`src/rtl/chess_pkg.sv`:
```
// chess_pkg: shared piece encodings, FSM state type, undo record layout and
// the start-position generator used by board_store.
//   Piece code = {colour, type[2:0]}; colour 1 = black, 0 = white.
package chess_pkg;

    localparam int PIECE_W = 4;

    localparam logic       COLOR_WHITE = 1'b0;
    localparam logic       COLOR_BLACK = 1'b1;

    localparam logic [2:0] PIECE_NONE   = 3'd0;
    localparam logic [2:0] PIECE_PAWN   = 3'd1;
    localparam logic [2:0] PIECE_KNIGHT = 3'd2;
    localparam logic [2:0] PIECE_BISHOP = 3'd3;
    localparam logic [2:0] PIECE_ROOK   = 3'd4;
    localparam logic [2:0] PIECE_QUEEN  = 3'd5;
    localparam logic [2:0] PIECE_KING   = 3'd6;

    // Record addresses cover boards of up to 64 cells.
    localparam int REC_ADDR_W = 6;

    typedef logic [PIECE_W-1:0] piece_t;

    typedef enum logic [1:0] {
        ST_INIT   = 2'd0,
        ST_IDLE   = 2'd1,
        ST_COMMIT = 2'd2,
        ST_UNDO   = 2'd3
    } state_t;

    typedef struct packed {
        logic [REC_ADDR_W-1:0] src;
        logic [REC_ADDR_W-1:0] dst;
        piece_t                src_old;
        piece_t                dst_old;
    } undo_rec_t;

    // Start position for a standard 8x8 board; any other geometry is empty.
    function automatic piece_t init_piece(input int unsigned addr,
                                          input int unsigned rows,
                                          input int unsigned cols);
        int unsigned row;
        int unsigned col;
        logic [2:0]  kind;
        piece_t      p;
        p = '0;
        if (rows == 8 && cols == 8 && addr < 64) begin
            row = addr / 8;
            col = addr % 8;
            case (col)
                0, 7:    kind = PIECE_ROOK;
                1, 6:    kind = PIECE_KNIGHT;
                2, 5:    kind = PIECE_BISHOP;
                3:       kind = PIECE_QUEEN;
                default: kind = PIECE_KING;
            endcase
            case (row)
                0:       p = {COLOR_BLACK, kind};
                1:       p = {COLOR_BLACK, PIECE_PAWN};
                6:       p = {COLOR_WHITE, PIECE_PAWN};
                7:       p = {COLOR_WHITE, kind};
                default: p = {COLOR_WHITE, PIECE_NONE};
            endcase
        end
        return p;
    endfunction

endpackage

```
`src/rtl/board_undo_stack.sv`:
```
// board_undo_stack: circular LIFO of move records.
//   CLK       in   clock
//   RESET     in   asynchronous active-low reset
//   push      in   store push_rec as newest; overwrites oldest when full
//   pop       in   discard newest (parent never pops when empty)
//   clear     in   drop all records
//   push_rec  in   record to store
//   count     out  number of valid records (saturates at DEPTH)
//   top       out  newest record
module board_undo_stack #(
    parameter  int DEPTH = 8,
    parameter  int REC_W = 20,
    localparam int CNT_W = $clog2(DEPTH + 1),
    localparam int PTR_W = (DEPTH > 1) ? $clog2(DEPTH) : 1
) (
    input  logic             CLK,
    input  logic             RESET,
    input  logic             push,
    input  logic             pop,
    input  logic             clear,
    input  logic [REC_W-1:0] push_rec,
    output logic [CNT_W-1:0] count,
    output logic [REC_W-1:0] top
);

    logic [REC_W-1:0] mem [DEPTH];
    logic [PTR_W-1:0] wr_ptr;

    function automatic logic [PTR_W-1:0] ptr_inc(input logic [PTR_W-1:0] p);
        return (p == PTR_W'(DEPTH - 1)) ? '0 : p + 1'b1;
    endfunction

    function automatic logic [PTR_W-1:0] ptr_dec(input logic [PTR_W-1:0] p);
        return (p == '0) ? PTR_W'(DEPTH - 1) : p - 1'b1;
    endfunction

    assign top = mem[ptr_dec(wr_ptr)];

    // Saturating count with a free-running write pointer: once full, the
    // next push lands on the oldest slot, which is exactly the one to drop.
    always_ff @(posedge CLK or negedge RESET) begin
        if (!RESET) begin
            wr_ptr <= '0;
            count  <= '0;
        end else if (clear) begin
            count  <= '0;
        end else if (push) begin
            wr_ptr <= ptr_inc(wr_ptr);
            if (count != CNT_W'(DEPTH))
                count <= count + 1'b1;
        end else if (pop) begin
            wr_ptr <= ptr_dec(wr_ptr);
            count  <= count - 1'b1;
        end
    end

    always_ff @(posedge CLK) begin
        if (push && !clear)
            mem[wr_ptr] <= push_rec;
    end

endmodule

```
`src/rtl/board_store.sv`:
```
// board_store: board-state store with start-position fill, atomic two-square
// moves, undo history and combinational read ports.
//   CLK, RESET              clock, asynchronous active-low reset
//   init_req                restart the start-position fill (IDLE only)
//   mv_valid/mv_ready       move handshake; mv_src, mv_dst, mv_piece latched
//   undo_req                revert newest committed move (IDLE only)
//   wr_en/wr_addr/wr_data   direct single-cell write, clears history
//   rd_addr/rd_data         RD_PORTS packed combinational read ports
//   busy                    fill sweep in progress
//   undo_count, move_count  history depth, net committed moves
//   undo_err, wr_drop       1-cycle pulses for rejected undo / dropped write
module board_store #(
    parameter  int ROWS       = 8,
    parameter  int COLS       = 8,
    parameter  int PIECE_W    = 4,
    parameter  int RD_PORTS   = 2,
    parameter  int UNDO_DEPTH = 8,
    localparam int ADDR_W     = $clog2(ROWS * COLS),
    localparam int UC_W       = $clog2(UNDO_DEPTH + 1)
) (
    input  logic                         CLK,
    input  logic                         RESET,
    input  logic                         init_req,
    input  logic                         mv_valid,
    output logic                         mv_ready,
    input  logic [ADDR_W-1:0]            mv_src,
    input  logic [ADDR_W-1:0]            mv_dst,
    input  logic [PIECE_W-1:0]           mv_piece,
    input  logic                         undo_req,
    input  logic                         wr_en,
    input  logic [ADDR_W-1:0]            wr_addr,
    input  logic [PIECE_W-1:0]           wr_data,
    input  logic [RD_PORTS*ADDR_W-1:0]   rd_addr,
    output logic [RD_PORTS*PIECE_W-1:0]  rd_data,
    output logic                         busy,
    output logic [UC_W-1:0]              undo_count,
    output logic [15:0]                  move_count,
    output logic                         undo_err,
    output logic                         wr_drop
);

    import chess_pkg::*;

    localparam int unsigned NCELLS = ROWS * COLS;
    localparam int unsigned NALLOC = 2 ** ADDR_W;

    state_t             state, state_nx;
    logic [ADDR_W-1:0]  fill_addr;
    logic [PIECE_W-1:0] cells [NALLOC];
    logic [ADDR_W-1:0]  lat_src, lat_dst;
    logic [PIECE_W-1:0] lat_piece;

    logic               accept, do_wr, fill_last;
    logic               hist_push, hist_pop, hist_clear;
    logic               undo_err_nx, wr_drop_nx;
    undo_rec_t          push_rec, top_rec;
    logic [$bits(undo_rec_t)-1:0] top_bits;

    function automatic logic in_range(input logic [ADDR_W-1:0] a);
        return 32'(a) < NCELLS;
    endfunction

    assign busy      = (state == ST_INIT);
    assign mv_ready  = (state == ST_IDLE) && !init_req && !undo_req;
    assign accept    = mv_ready && mv_valid;
    assign fill_last = (fill_addr == ADDR_W'(NCELLS - 1));
    assign top_rec   = undo_rec_t'(top_bits);

    always_comb begin
        push_rec.src     = REC_ADDR_W'(lat_src);
        push_rec.dst     = REC_ADDR_W'(lat_dst);
        push_rec.src_old = cells[lat_src];
        push_rec.dst_old = cells[lat_dst];
    end

    always_comb begin
        state_nx    = state;
        do_wr       = 1'b0;
        hist_push   = 1'b0;
        hist_pop    = 1'b0;
        hist_clear  = 1'b0;
        undo_err_nx = 1'b0;
        case (state)
            ST_INIT: begin
                if (fill_last)
                    state_nx = ST_IDLE;
            end
            ST_IDLE: begin
                if (init_req) begin
                    state_nx   = ST_INIT;
                    hist_clear = 1'b1;
                end else if (undo_req) begin
                    if (undo_count != '0)
                        state_nx = ST_UNDO;
                    else
                        undo_err_nx = 1'b1;
                end else if (mv_valid) begin
                    state_nx = ST_COMMIT;
                end else if (wr_en) begin
                    do_wr      = 1'b1;
                    hist_clear = 1'b1;
                end
            end
            ST_COMMIT: begin
                hist_push = 1'b1;
                state_nx  = ST_IDLE;
            end
            ST_UNDO: begin
                hist_pop = 1'b1;
                state_nx = ST_IDLE;
            end
            default: state_nx = ST_INIT;
        endcase
        wr_drop_nx = wr_en && !do_wr;
    end

    always_ff @(posedge CLK or negedge RESET) begin
        if (!RESET) begin
            state      <= ST_INIT;
            fill_addr  <= '0;
            move_count <= '0;
            undo_err   <= 1'b0;
            wr_drop    <= 1'b0;
            lat_src    <= '0;
            lat_dst    <= '0;
            lat_piece  <= '0;
        end else begin
            state    <= state_nx;
            undo_err <= undo_err_nx;
            wr_drop  <= wr_drop_nx;
            if (state == ST_INIT)
                fill_addr <= fill_last ? '0 : fill_addr + 1'b1;
            else if (state_nx == ST_INIT)
                fill_addr <= '0;
            if (accept) begin
                lat_src   <= mv_src;
                lat_dst   <= mv_dst;
                lat_piece <= mv_piece;
            end
            if (state == ST_COMMIT)
                move_count <= move_count + 16'd1;
            else if (state == ST_UNDO)
                move_count <= move_count - 16'd1;
        end
    end

    // Paired writes rely on NBA ordering: the later statement wins when the
    // two addresses coincide (dst on commit, src_old on undo).
    always_ff @(posedge CLK) begin
        case (state)
            ST_INIT: cells[fill_addr] <= init_piece(32'(fill_addr), ROWS, COLS);
            ST_IDLE: begin
                if (do_wr)
                    cells[wr_addr] <= wr_data;
            end
            ST_COMMIT: begin
                cells[lat_src] <= '0;
                cells[lat_dst] <= lat_piece;
            end
            ST_UNDO: begin
                cells[ADDR_W'(top_rec.dst)] <= top_rec.dst_old;
                cells[ADDR_W'(top_rec.src)] <= top_rec.src_old;
            end
            default: ;
        endcase
    end

    for (genvar p = 0; p < RD_PORTS; p++) begin : g_rd
        logic [ADDR_W-1:0] a;
        assign a = rd_addr[p*ADDR_W +: ADDR_W];
        assign rd_data[p*PIECE_W +: PIECE_W] = in_range(a) ? cells[a] : '0;
    end

    board_undo_stack #(
        .DEPTH (UNDO_DEPTH),
        .REC_W ($bits(undo_rec_t))
    ) u_hist (
        .CLK      (CLK),
        .RESET    (RESET),
        .push     (hist_push),
        .pop      (hist_pop),
        .clear    (hist_clear),
        .push_rec (push_rec),
        .count    (undo_count),
        .top      (top_bits)
    );

endmodule

```
`config.mk`:
```
export PLATFORM = sky130hd
export DESIGN_NAME = board_store
export DESIGN_NICKNAME = d
export VERILOG_FILES = /design/src/rtl/chess_pkg.sv /design/src/rtl/board_undo_stack.sv /design/src/rtl/board_store.sv
export SDC_FILE = /design/constraint.sdc
export NUM_CORES = 1
export LEC_CHECK = 0
export BUFFER_PORTS_ARGS = -buffer_cell sky130_fd_sc_hd__buf_2
export CORE_ASPECT_RATIO = 1.25
export CORE_MARGIN = 5
export CORE_UTILIZATION = 50
export DETAILED_ROUTE_END_ITERATION = 10
export GPL_ROUTABILITY_DRIVEN = 1
export PLACE_DENSITY_LB_ADDON = 0.12
export SLEW_MARGIN = 20
export SYNTH_ARGS = -nofsm -noshare
export SYNTH_HDL_FRONTEND = slang
export SYNTH_SLANG_ARGS = --single-unit
```
`constraint.sdc`:
```
create_clock -name CLK -period 8.8 [get_ports CLK]
set_input_delay 1.32 -clock CLK [delete_from_list [all_inputs] [get_ports CLK]]
set_output_delay 1.32 -clock CLK [all_outputs]
set_load 0.1 [all_outputs]
```
# --- Word level (Yosys, flattened, before mapping) ---
# Memory sizes are Yosys's and may differ from the RTL's.
# Index checks and enable logic that the tools add are counted.
word_totals:
  n_memories: 2
  out_inout_bits: 32
  ram_bits: 416
  reg_bits: 49
  input_bits: 44
memory_table:
  columns: ["name", "depth", "width", "rd", "rd_ports_with_merged_regs", "wr", "line", "rtl"]
  rows:
  - ["cells", 64, 4, 4, 0, 2, "board_store.sv:49", "logic [PIECE_W-1:0] cells [NALLOC];"]
  - ["u_hist.mem", 8, 20, 1, 0, 1, "board_undo_stack.sv:26", "logic [REC_W-1:0] mem [DEPTH];"]
op_classes:
  n_addsub: 7
  n_eq_ne: 16
  n_bitwise: 1
  reduce_logical: 29
  mux: 56
ops:
  columns: ["cell", "count"]
  rows:
  - ["$logic_not A32 Y1", 2]
  - ["$mux W6", 7]
  - ["$mux W4", 9]
  - ["$mux W16", 2]
  - ["$mux W1", 26]
  - ["$eq A3 B3 Y1 const B", 6]
  - ["$add A16 B1 Y16 const B", 1]
  - ["$pmux W4 S4", 1]
  - ["$reduce_or A4 Y1", 4]
  - ["$sub A16 B1 Y16 const B", 1]
  - ["$mux W3", 4]
  - ["$pmux W3 S4", 1]
  - ["$mux W2", 5]
  - ["$reduce_or A2 Y1", 4]
  - ["$add A6 B1 Y6 const B", 1]
  - ["$eq A3 B1 Y1 const B", 2]
  - ["$eq A3 B2 Y1 const B", 2]
  - ["$eq A6 B6 Y1 const B", 1]
  - ["$pmux W2 S3", 1]
  - ["$reduce_bool A2 Y1", 3]
  - ["$logic_and A1 B1 Y1", 5]
  - ["$add A4 B1 Y4 const B", 1]
  - ["$eq A2 B2 Y1 const B", 2]
  - ["$logic_not A1 Y1", 4]
  - ["12 further kinds", 14]

# --- Logic depth before layout (Yosys ltp) ---
depth:
  depth_word: 12
  depth_mapped: 15

# --- Modules after synthesis ---
# From an unflattened synthesis, not the netlist that was laid out.
unflattened:
  hier_cells: 2102
  area_unflattened_um2: 29435.7
modules_own_cells:
  columns: ["module", "cells_each", "n_inst", "seq_area_each_um2", "area_per_inst_um2"]
  rows:
  - ["board_store", 1726, 1, 8738.4, 22746.8]
  - ["board_undo_stack", 376, 1, 4979.8, 6688.9]

# --- Worst setup path after synthesis ---
# OpenSTA, ideal clock, no wires.
synth_path:
  kind: "input to output"
  startpoint: "input rd_addr[0]"
  endpoint: "output rd_data[0]"
  t_arrival_ns: 4.002
  required_time_ns: 7.480
  path_slack_ns: 3.478
  cell_stages: 5
  path_cell_list: "clkbuf_1 > buf_1 > mux4_2 > mux4_2 > mux4_2"
synth_via:
  elab_chain_cells: 1
synth_rtl:
  columns: ["item", "line", "rtl"]
  rows:
  - ["start, declared", "board_store.sv:33", "input logic [RD_PORTS*ADDR_W-1:0] rd_addr,"]
  - ["$mem_v2 Z64 W4", null, null]
  - ["end, declared", "board_store.sv:34", "output logic [RD_PORTS*PIECE_W-1:0] rd_data,"]
# Every way passes these cells.

# --- Worst setup path in the final report ---
# Same ends and word-level chain as after synthesis.

==> run metrics <==
status completed; post-route clock period utilization 66.2%; Post-synth ARST share 10.5%; Rows 99; proportion of layout cells with a drive suffix above 1 38.2%; max-slew violation count 0; cell family with most CP delay multiplexers; Pre-Repair DR Iteration Count 7; initial antenna violation count 6; register area share after synthesis 46.6%; Least-Margin Pin Slew 1.17 ns; Die W 227 um; Mapped Area 29,400 sq um; TritonCTS clock tree built; nature of the critical path startpoint input port; most numerous cell in the Yosys netlist edfxtp_1; Slew headroom 21.6%; Post-CTS Hold Fix Bufs 0; WL final 96,900 um; first-pass GRT wire length 141,000 um; CTS clk-pin slew, worst paths 0.06 ns; PostCTS Resize Cnt 0; Core Box Area 58,300 sq um; via count 18,800; Sequential Area 13,700 sq um; Top FF cell, synth edfxtp_1; cell mode on critical path mux4_2; Placer Congestion 0.919; MaxCap Viol Count 0; Syn Inst Count 1,793; H-tree Lvls 2; FILL cells 4,650; CTS sink cnt 465; drt wl/cell 37.6 um; Vias/cell 7.29; post-synth top area share 42.4%; Nets 1,845; Initial Util 50.5%; Port Buffer Count 75; Yosys cell types 79; biggest fanout along the worst timing path 48; Syn-to-layout area delta 8.21%; clock latency on the worst-skew pair 0.61 ns; Sum Neg Setup Slack 0 ns; EDFF count, synth 416; Fmax achieved 172 MHz; post-route insts no fill 2,575; yosys warns 0; Avg Inst Size Synth 16.4 sq um; Post-CTS Setup Bufs 0; worst vdd ir 368 uV; syn nets 1,864; Pwr Density 364 nW/um^2; Max Buffers Root-to-Sink 3; Hold Path Class flop to flop; Post-DP HPWL 65,000 um; slowest stage delay, CP 0.74 ns; worst endpoint data arrival time 4.51 ns; Top Ports 76; worst-case clock skew 0.0174 ns; crit path cell chain buf_4 > buf_4 > mux4_2 > mux4_2 > mux4_2 > buf_2; DRT iter0 DRCs 2,328; fin crit period 5.83 ns; total die area 63,900 sq um; worst path bufs/invs 3; leading area contributor after synthesis edfxtp_1; area of the multi-input gates 14,800 sq um; Yosys reg bits 465; Leakage 10.9 nW; largest net degree at the start of global routing 65; clock root cell clkbuf_16; GRT Overall Usage 30.6%; vias in the first global route 19,100; top post-synthesis cells by area edfxtp_1, mux4_2, mux2i_1; RSZ-0062 raised after global routing false; Req. time, crit path 7.48 ns; final setup fails 0; crit path kind input port to output pin; final hold vios 0; TritonCTS buffer count 51; Layout Utilization 54.6%; Worst setup EP type output pin; Die Ht 281 um; GRT Residual Overflow 0; slowest stage cell, crit path buf_4; Inst Count DP 2,478; synth cell count leaders edfxtp_1, mux4_2, mux2i_1; # DRC 0; Antenna Nets Post-Route 0
==> worst paths after layout <==
path	start	endpoint	slack, ns	cells after the start
max in group asynchronous	RESET	lat_src[1]	7.27	2
worst min-delay path	move_count[15]	move_count[15]	0.47	1
min in group asynchronous	RESET	move_count[8]	0.58	1
worst max register to register	u_hist.wr_ptr[0]	cells[12][2]	3.48	10
worst max-delay path	rd_addr[0]	rd_data[0]	2.97	6
worst min register to register	move_count[15]	move_count[15]	0.47	1
==> worst register-to-register path, stage by stage, from the launching register on <==
cell and delay (ns):
dfrtp_1 0.59, inv_1 0.09, ha_1 0.21, ha_1 0.45
inv_2 0.65, mux4_1 0.70, mux2_2 0.34, o221a_4 0.29
nor3_2 0.41, nand2_1 0.64, o21ai_1 0.59
==> cell usage in the layout (no fill, tap or decap), types with 26 or more instances in the layout <==
cell type	instances
edfxtp_1	416
buf_4	37
mux2_2	31
mux2i_1	275
mux4_2	365
o21ai_0	28
clkbuf_16	51
buf_2	73
o21bai_1	26
nand2_2	33
nor2_1	31
dfrtp_1	44
nand2_1	52
==> sequential cells by signal (all words and copies together), names as in the netlist, 3 cells and up <==
signal,count
lat_src,6
lat_dst,6
u_hist.mem,160
u_hist.count,4
u_hist.wr_ptr,3
fill_addr,6
move_count,16
lat_piece,4
cells,256
==> final cells by class <==
type / instances / area share [%]
repair buffers: 112 / 2.10
clock inverters: 35 / 0.998
well taps: 757 / 2.97
diodes: 3 / 0.0236
inverters: 17 / 0.200
clock buffers: 59 / 4.10
flip-flops and latches: 465 / 43.1
multi-input cells: 1127 / 46.5
==> per-layer routing <==
metal  GRT usage [%]  vias to the layer above  share of wire [%]
met5               0                        -              0.028
met4            15.3                        4                6.5
met1            37.5                     9882                 35
li1                -                     7429                  -
met3            6.48                      322                8.3
met2            51.6                     1129                 50
==> power breakdown <==
part	total (W)	leakage (nW)	internal (W)	switching (W)
clock	0.00213	0.800	0.00119	0.000937
sequential	0.00354	4.32	0.00317	0.000367
combinational	0.00594	5.73	0.00223	0.00371
total	0.0116	10.9	0.00659	0.00501
==> cell families after synthesis <==
logic type      count (synthesis)  synth area share, %
fa+ha+maj                      27                 1.20
xor+xnor                       17                0.506
mux                           682                 39.4
compound gates                174                 4.29
buf+inv                       201                 3.35
flops                         465                 46.6
simple gates                  227                 4.70
==> per-stage QoR <==
step,total power [W],hold WS (ns),instance area (sq um),setup slack (ns)
after floorplan,0.00767,0.500,29400,3.48
after global placement,0.00938,0.455,30200,2.91
after detailed placement,0.00947,0.460,30200,2.88
after CTS,0.0116,0.468,31800,2.86
after global routing,0.0120,0.485,31900,2.81
final,0.0116,0.469,31900,2.97
No activity file was read; power rests on OpenSTA's default activity.
